**src/rtl/i2c_master_arbiter_if.sv**
```systemverilog
// ============================================================================
//  Module : i2c_master_arbiter_if
//  Brief  : Requester-side and master-side signal bundle for the I2C arbiter.
//  Rev    : 1.0  initial release
// ============================================================================
`default_nettype none
`timescale 1ns/1ps

interface i2c_master_arbiter_if;
  logic [1:0]  req;
  logic [13:0] req_addr;
  logic [1:0]  req_rnw;
  logic [3:0]  req_size;
  logic [15:0] req_wdata;
  logic [1:0]  req_wvalid;
  logic [1:0]  grant;
  logic [1:0]  wreq;
  logic [7:0]  rdata;
  logic [1:0]  rvalid;
  logic [1:0]  done;
  logic [1:0]  err;
  logic        m_start;
  logic [6:0]  m_addr;
  logic        m_rnw;
  logic [1:0]  m_size;
  logic [7:0]  m_data_i;
  logic        m_data_valid;
  logic        m_busy;
  logic        m_newData;
  logic        m_dataReq;
  logic [7:0]  m_data_o;

  // Arbiter view
  modport slave (
    input  req, req_addr, req_rnw, req_size, req_wdata, req_wvalid,
    input  m_busy, m_newData, m_dataReq, m_data_o,
    output grant, wreq, rdata, rvalid, done, err,
    output m_start, m_addr, m_rnw, m_size, m_data_i, m_data_valid
  );

  // System / requester / master-core view
  modport master (
    output req, req_addr, req_rnw, req_size, req_wdata, req_wvalid,
    output m_busy, m_newData, m_dataReq, m_data_o,
    input  grant, wreq, rdata, rvalid, done, err,
    input  m_start, m_addr, m_rnw, m_size, m_data_i, m_data_valid
  );
endinterface

`default_nettype wire

```
**src/rtl/i2c_master_arbiter.sv**
```systemverilog
// ============================================================================
//  Module : i2c_master_arbiter
//  Brief  : Round-robin sharing of one I2C master core between two requesters.
//  Rev    : 1.0  initial release
// ============================================================================
`default_nettype none
`timescale 1ns/1ps

module i2c_master_arbiter #(
  parameter int BUSY_TIMEOUT = 255
) (
  input  logic                clk,
  input  logic                rst,
  i2c_master_arbiter_if.slave bus
);

  localparam int              c_CW       = (BUSY_TIMEOUT < 2) ? 1 : $clog2(BUSY_TIMEOUT + 1);
  localparam logic [c_CW-1:0] c_CNT_LAST = c_CW'(BUSY_TIMEOUT - 1);

  typedef enum logic [2:0] {
    S_IDLE      = 3'd0,
    S_LAUNCH    = 3'd1,
    S_WAIT_BUSY = 3'd2,
    S_XFER      = 3'd3,
    S_DONE      = 3'd4,
    S_ABORT     = 3'd5
  } state_t;

  state_t          r_state, w_state_nxt;
  logic [1:0]      r_grant, w_grant_nxt;
  logic            r_last, w_last_nxt;
  logic            r_start, w_start_nxt;
  logic [6:0]      r_addr, w_addr_nxt;
  logic            r_rnw, w_rnw_nxt;
  logic [1:0]      r_size, w_size_nxt;
  logic [c_CW-1:0] r_cnt, w_cnt_nxt;
  logic [1:0]      r_wreq, w_wreq_nxt;
  logic [1:0]      r_rvalid, w_rvalid_nxt;
  logic [1:0]      r_done, w_done_nxt;
  logic [1:0]      r_err, w_err_nxt;
  logic [7:0]      r_rdata, w_rdata_nxt;
  logic            r_dreq_d;
  logic            r_nd_d;
  logic            w_win;

  // On a tie the requester that was not served last wins
  assign w_win = (bus.req == 2'b11) ? ~r_last : bus.req[1];

  always_comb begin
    w_state_nxt  = r_state;
    w_grant_nxt  = r_grant;
    w_last_nxt   = r_last;
    w_start_nxt  = 1'b0;
    w_addr_nxt   = r_addr;
    w_rnw_nxt    = r_rnw;
    w_size_nxt   = r_size;
    w_cnt_nxt    = r_cnt;
    w_wreq_nxt   = 2'b00;
    w_rvalid_nxt = 2'b00;
    w_done_nxt   = 2'b00;
    w_err_nxt    = 2'b00;
    w_rdata_nxt  = r_rdata;
    case (r_state)
      S_IDLE: begin
        if (|bus.req) begin
          w_grant_nxt = w_win ? 2'b10 : 2'b01;
          w_addr_nxt  = w_win ? bus.req_addr[13:7] : bus.req_addr[6:0];
          w_rnw_nxt   = w_win ? bus.req_rnw[1]     : bus.req_rnw[0];
          w_size_nxt  = w_win ? bus.req_size[3:2]  : bus.req_size[1:0];
          w_start_nxt = 1'b1;
          w_state_nxt = S_LAUNCH;
        end
      end
      S_LAUNCH: begin
        w_cnt_nxt   = '0;
        w_state_nxt = S_WAIT_BUSY;
      end
      S_WAIT_BUSY: begin
        if (bus.m_busy) begin
          w_state_nxt = S_XFER;
        end else if (r_cnt == c_CNT_LAST) begin
          w_err_nxt   = r_grant;
          w_state_nxt = S_ABORT;
        end else begin
          w_cnt_nxt = r_cnt + c_CW'(1);
        end
      end
      S_XFER: begin
        if (bus.m_dataReq && !r_dreq_d) begin
          w_wreq_nxt = r_grant;
        end
        if (bus.m_newData && !r_nd_d) begin
          w_rdata_nxt  = bus.m_data_o;
          w_rvalid_nxt = r_grant;
        end
        if (!bus.m_busy) begin
          w_done_nxt  = r_grant;
          w_state_nxt = S_DONE;
        end
      end
      S_DONE, S_ABORT: begin
        w_last_nxt  = r_grant[1];
        w_grant_nxt = 2'b00;
        w_state_nxt = S_IDLE;
      end
      default: begin
        w_grant_nxt = 2'b00;
        w_state_nxt = S_IDLE;
      end
    endcase
  end

  always_ff @(posedge clk or negedge rst) begin
    if (!rst) begin
      r_state  <= S_IDLE;
      r_grant  <= 2'b00;
      r_last   <= 1'b1;
      r_start  <= 1'b0;
      r_addr   <= 7'd0;
      r_rnw    <= 1'b0;
      r_size   <= 2'b00;
      r_cnt    <= '0;
      r_wreq   <= 2'b00;
      r_rvalid <= 2'b00;
      r_done   <= 2'b00;
      r_err    <= 2'b00;
      r_rdata  <= 8'h00;
      r_dreq_d <= 1'b0;
      r_nd_d   <= 1'b0;
    end else begin
      r_state  <= w_state_nxt;
      r_grant  <= w_grant_nxt;
      r_last   <= w_last_nxt;
      r_start  <= w_start_nxt;
      r_addr   <= w_addr_nxt;
      r_rnw    <= w_rnw_nxt;
      r_size   <= w_size_nxt;
      r_cnt    <= w_cnt_nxt;
      r_wreq   <= w_wreq_nxt;
      r_rvalid <= w_rvalid_nxt;
      r_done   <= w_done_nxt;
      r_err    <= w_err_nxt;
      r_rdata  <= w_rdata_nxt;
      r_dreq_d <= bus.m_dataReq;
      r_nd_d   <= bus.m_newData;
    end
  end

  assign bus.grant   = r_grant;
  assign bus.wreq    = r_wreq;
  assign bus.rdata   = r_rdata;
  assign bus.rvalid  = r_rvalid;
  assign bus.done    = r_done;
  assign bus.err     = r_err;
  assign bus.m_start = r_start;
  assign bus.m_addr  = r_addr;
  assign bus.m_rnw   = r_rnw;
  assign bus.m_size  = r_size;

  // Write path is a plain mux so the byte reaches the master in the cycle it is asked for
  assign bus.m_data_i     = r_grant[0] ? bus.req_wdata[7:0]  :
                            r_grant[1] ? bus.req_wdata[15:8] : 8'h00;
  assign bus.m_data_valid = r_grant[0] ? bus.req_wvalid[0] :
                            r_grant[1] ? bus.req_wvalid[1] : 1'b0;

endmodule

`default_nettype wire

```
**src/flat_wrapper.sv**
```systemverilog
// flat-port wrapper written by rule: the top's interface ports become plain ports
module i2c_master_arbiter_flat 
#(
  parameter int BUSY_TIMEOUT = 255
)
  (clk, rst, bus_req, bus_req_addr, bus_req_rnw, bus_req_size, bus_req_wdata, bus_req_wvalid, bus_m_busy, bus_m_newData, bus_m_dataReq, bus_m_data_o, bus_grant, bus_wreq, bus_rdata, bus_rvalid, bus_done, bus_err, bus_m_start, bus_m_addr, bus_m_rnw, bus_m_size, bus_m_data_i, bus_m_data_valid);
  i2c_master_arbiter_if bus_i ();
  input  logic clk;
  input  logic rst;
  input wire logic [$bits(bus_i.req)-1:0] bus_req;
  input wire logic [$bits(bus_i.req_addr)-1:0] bus_req_addr;
  input wire logic [$bits(bus_i.req_rnw)-1:0] bus_req_rnw;
  input wire logic [$bits(bus_i.req_size)-1:0] bus_req_size;
  input wire logic [$bits(bus_i.req_wdata)-1:0] bus_req_wdata;
  input wire logic [$bits(bus_i.req_wvalid)-1:0] bus_req_wvalid;
  input wire logic [$bits(bus_i.m_busy)-1:0] bus_m_busy;
  input wire logic [$bits(bus_i.m_newData)-1:0] bus_m_newData;
  input wire logic [$bits(bus_i.m_dataReq)-1:0] bus_m_dataReq;
  input wire logic [$bits(bus_i.m_data_o)-1:0] bus_m_data_o;
  output wire logic [$bits(bus_i.grant)-1:0] bus_grant;
  output wire logic [$bits(bus_i.wreq)-1:0] bus_wreq;
  output wire logic [$bits(bus_i.rdata)-1:0] bus_rdata;
  output wire logic [$bits(bus_i.rvalid)-1:0] bus_rvalid;
  output wire logic [$bits(bus_i.done)-1:0] bus_done;
  output wire logic [$bits(bus_i.err)-1:0] bus_err;
  output wire logic [$bits(bus_i.m_start)-1:0] bus_m_start;
  output wire logic [$bits(bus_i.m_addr)-1:0] bus_m_addr;
  output wire logic [$bits(bus_i.m_rnw)-1:0] bus_m_rnw;
  output wire logic [$bits(bus_i.m_size)-1:0] bus_m_size;
  output wire logic [$bits(bus_i.m_data_i)-1:0] bus_m_data_i;
  output wire logic [$bits(bus_i.m_data_valid)-1:0] bus_m_data_valid;
  assign bus_i.req = bus_req;
  assign bus_i.req_addr = bus_req_addr;
  assign bus_i.req_rnw = bus_req_rnw;
  assign bus_i.req_size = bus_req_size;
  assign bus_i.req_wdata = bus_req_wdata;
  assign bus_i.req_wvalid = bus_req_wvalid;
  assign bus_i.m_busy = bus_m_busy;
  assign bus_i.m_newData = bus_m_newData;
  assign bus_i.m_dataReq = bus_m_dataReq;
  assign bus_i.m_data_o = bus_m_data_o;
  assign bus_grant = bus_i.grant;
  assign bus_wreq = bus_i.wreq;
  assign bus_rdata = bus_i.rdata;
  assign bus_rvalid = bus_i.rvalid;
  assign bus_done = bus_i.done;
  assign bus_err = bus_i.err;
  assign bus_m_start = bus_i.m_start;
  assign bus_m_addr = bus_i.m_addr;
  assign bus_m_rnw = bus_i.m_rnw;
  assign bus_m_size = bus_i.m_size;
  assign bus_m_data_i = bus_i.m_data_i;
  assign bus_m_data_valid = bus_i.m_data_valid;
  i2c_master_arbiter #(.BUSY_TIMEOUT(BUSY_TIMEOUT)) u_core (.clk(clk), .rst(rst), .bus(bus_i));
endmodule
```
**config.mk**
```make
export PLATFORM = sky130hd
export DESIGN_NAME = i2c_master_arbiter_flat
export DESIGN_NICKNAME = d
export VERILOG_FILES = /design/src/rtl/i2c_master_arbiter_if.sv /design/src/rtl/i2c_master_arbiter.sv /design/src/flat_wrapper.sv
export SDC_FILE = /design/constraint.sdc
export NUM_CORES = 1
export LEC_CHECK = 0
export ABC_AREA = 1
export CORE_ASPECT_RATIO = 1.1
export CORE_MARGIN = 3
export CORE_UTILIZATION = 30
export CTS_CLUSTER_SIZE = 20
export DETAILED_ROUTE_END_ITERATION = 16
export PLACE_DENSITY = 0.68
export SYNTH_ARGS = -nofsm -noshare
export SYNTH_HDL_FRONTEND = slang
export SYNTH_SLANG_ARGS = --single-unit
```
**constraint.sdc**
```tcl
create_clock -name clk -period 2.6 [get_ports clk]
set_clock_uncertainty 0.15 [all_clocks]
set_input_delay 0.52 -clock clk [delete_from_list [all_inputs] [get_ports clk]]
set_output_delay 0.52 -clock clk [all_outputs]
set_load 0.01 [all_outputs]
```
==> results.py <==
metrics = {
    "global_route": {
        "grt_pass1_vias": 1948,
        "grt_util_all_layers_pct": 13.4,
        "grt_antenna_before_repair": 0,
        "grt_max_degree": 22,
        "overflow": 0,
        "grt_first_pass_wirelength_um": 8970,
    },
    "floorplan": {
        "initial_core_util_pct": 31.9,
        "design.core.area_sq_um": 6830,
        "die_w_um": 87.3,
        "die_y_um": 95.4,
        "dieArea_sq_um": 8330,
        "ios": 91,
        "num_rows": 31,
    },
    "sta": {
        "report.final.hold_viol_count": 0,
        "tns_ns": 0,
        "finalCritPeriodShare_pct": 92.4,
        "fmax_ghz": 0.416,
        "rsz0062_at_grt": "no",
        "fin_crit_ns": 2.40,
        "slew_headroom_pct": 68.6,
        "tightest_slew_ns": 0.471,
        "finalSetupViolations": 0,
        "slew_violations": 0,
        "holdWs_ns": 0.0183,
    },
    "route": {
        "dr.first_iter.drc_count": 60,
        "dr.pass1.iters": 4,
        "drt-total-wl_um": 5250,
        "antenna_left": 0,
        "viasPerCell": 4.57,
        "detail_route.wl_per_cell_um": 12.1,
        "drc": 0,
        "vias": 1980,
    },
    "synth": {
        "synth_top_area_share_pct": 48.2,
        "syn_avg_cell_area_sq_um": 8.52,
        "ys_seq_area_share_pct": 49.4,
        "synth_area_sq_um": 2180,
        "synth_adder_area_share_pct": 1.15,
        "yosys.area_share.simple_pct": 28.1,
        "synthDistinctLibCells": 30,
        "yosys-mux-area-fraction_pct": 0,
        "synth-warning-count": 0,
        "synthCells": 256,
        "synth_xor_xnor_area_share_pct": 0.402,
        "ys_ff_latch": 43,
        "synth_top_cell_by_area": "dfrtp_1",
        "synth_compound_area_share_pct": 13.9,
        "syn_nets": 311,
        "yosys-top-cells-area": "dfrtp_1, nand2_1, o31ai_2",
        "synth_top_family_by_area": "simple AND/OR/NAND/NOR gates",
    },
    "power_and_ir_drop": {
        "ir_drop_mv": 0.547,
        "switching_share_pct": 36.8,
        "pwr-share-seq_pct": 34.3,
        "combPwrFrac_pct": 47.8,
        "p_per_area_nw_per_um2": 891,
        "p_leak_uw": 0.00153,
        "p_int_uw": 1850,
        "switchingPower_uw": 1080,
        "pwr-share-clk_pct": 17.9,
    },
    "critical_path": {
        "start_kind": "flip-flop",
        "r2r_start": "u_core.r_cnt[0]",
        "worstPathRequired_ns": 1.93,
        "cp_max_fo": 14,
        "crit_end": "bus_m_data_i[6]",
        "rrSetupSlack_ns": 1.03,
        "critPathCaptureType": "output pin",
        "crit_type": "flip-flop to output pin",
        "reg2reg_depth": 10,
        "cp.arrival_ns": 1.73,
        "r2r_end": "u_core.r_cnt[6]",
        "critPathLaunch": "u_core.bus.grant[0]",
    },
    "status": {
        "status": "finished clean",
    },
    "clock_network": {
        "clock-sinks": 43,
        "clock_latency_ns": 0.30,
        "ctsHoldBuffers": 0,
        "clk_pin_slew_worst_paths_ns": 0.09,
        "ctsResizeCount": 0,
        "cts_buffer_depth": 2,
        "cts_setup_buffers": 0,
        "htree_levels": 2,
        "cts_tree": "yes",
        "cts-root-buf": "clkbuf_8",
        "numCtsBuffers": 5,
    },
    "layout": {
        "drive_above_1_share_pct": 14.0,
        "layout.cells.most_common_list": "clkdlybuf4s50_1, nand2_1, dfrtp_1, nor2_1, inv_1",
        "layout_commonest_cell": "clkdlybuf4s50_1",
        "diodes": 0,
        "syn_to_final_growth_pct": 50.8,
        "stdcell_count": 433,
        "final_nets": 405,
    },
    "placement": {
        "dp.cells": 425,
        "routabilityCongestion": 0.828,
        "port_buffers": 90,
        "hpwlAfterDp_um": 4060,
    },
    "min_path": {
        "hold_class": "input port to async pin",
    },
    "run": {
        "cap_violations": 0,
    },
}
-- per-layer routing --
metal	global-route usage (%)	share of wire, %	routed length (um)	vias up
met5	0	0	0	-
met4	3.45	0.69	36	0
met3	2.68	6.8	358	4
met2	22.8	48	2540	58
met1	17.4	44	2320	906
li1	-	-	-	1012
-- layout make-up --
cell class	count	area (sq um)
fillers	647	3540
inverters	27	101
repair buffers	96	941
flip-flops and latches	43	1080
well taps	82	103
clock buffers	5	68.8
clock inverters	3	46.3
multi-input cells	177	951
-- synthesized netlist by cell type --
cell type and n:
a21oi_1 14, o31ai_1 2, nor4_1 2, nand4_1 1
inv_2 3, nand2_1 72, nand2_4 2, buf_6 2
nor3_1 4, nor2_4 1, o21ai_2 8, ha_1 2
a31oi_1 1, nand3_1 18, a21oi_2 1, or2_1 1
nor2_2 2, buf_2 2, nor3_4 1, nor2_1 25
o22ai_1 1, inv_1 24, dfrtp_1 42, dfstp_2 1
o21ai_0 3, clkbuf_1 5, o31ai_2 9, nand3b_4 1
xnor2_1 1, nand2_2 5
-- worst min-delay path by stage --
stage / to / slack [ns]
global route: u_core.r_cnt[0] / 0.06
detailed placement: u_core.bus.rdata[0] / 0.32
floorplan: u_core.bus.done[0] / 0.07
global placement: u_core.bus.rdata[7] / 0.32
finish: u_core.r_cnt[0] / 0.02
CTS: u_core.bus.rdata[4] / 0.03
-- worst max-delay path, stage by stage (launching register included) --
cell             delay, ns
dfrtp_1               0.38
inv_1                 0.31
nand3_1               0.13
nand2_1               0.08
clkdlybuf4s50_1       0.53
-- kinds of logic after synthesis --
kind of cell | after synthesis
fa+ha+maj | 2
buf+inv | 36
compound gates | 39
flops | 43
simple gates | 135
xor+xnor | 1
-- registers in the layout (all words and copies together), names as in the netlist --
name / count
u_core.bus.err: 2
u_core.r_state: 3
u_core.r_dreq_d: 1
u_core.r_cnt: 8
u_core.bus.m_rnw: 1
u_core.bus.grant: 2
u_core.bus.m_start: 1
u_core.bus.m_addr: 7
u_core.bus.m_size: 2
u_core.r_nd_d: 1
u_core.bus.wreq: 2
u_core.bus.done: 2
u_core.bus.rdata: 8
u_core.bus.rvalid: 2
u_core.r_last: 1
-- power groups by stage --
stage                     sequential (uW)  combinational (uW)  clock (uW)
after floorplan                      1070                 723           0
after global placement               1010                1400           0
after detailed placement             1020                1420           0
after CTS                            1010                1430         545
after global routing                 1040                1550         568
final                                1010                1400         524
-- stage by stage --
step / instance area (sq um) / utilization (%) / setup WS (ns) / power [uW]
after detailed placement: 3170 / 46.5 / 0.247 / 2440
after floorplan: 2180 / - / 0.783 / 1790
after global routing: 3290 / 48.2 / 0.0191 / 3160
after global placement: 3170 / 46.5 / 0.268 / 2420
final: 3290 / 48.2 / 0.198 / 2930
after CTS: 3290 / 48.2 / 0.157 / 2980
(Power assumes the default switching activity.)
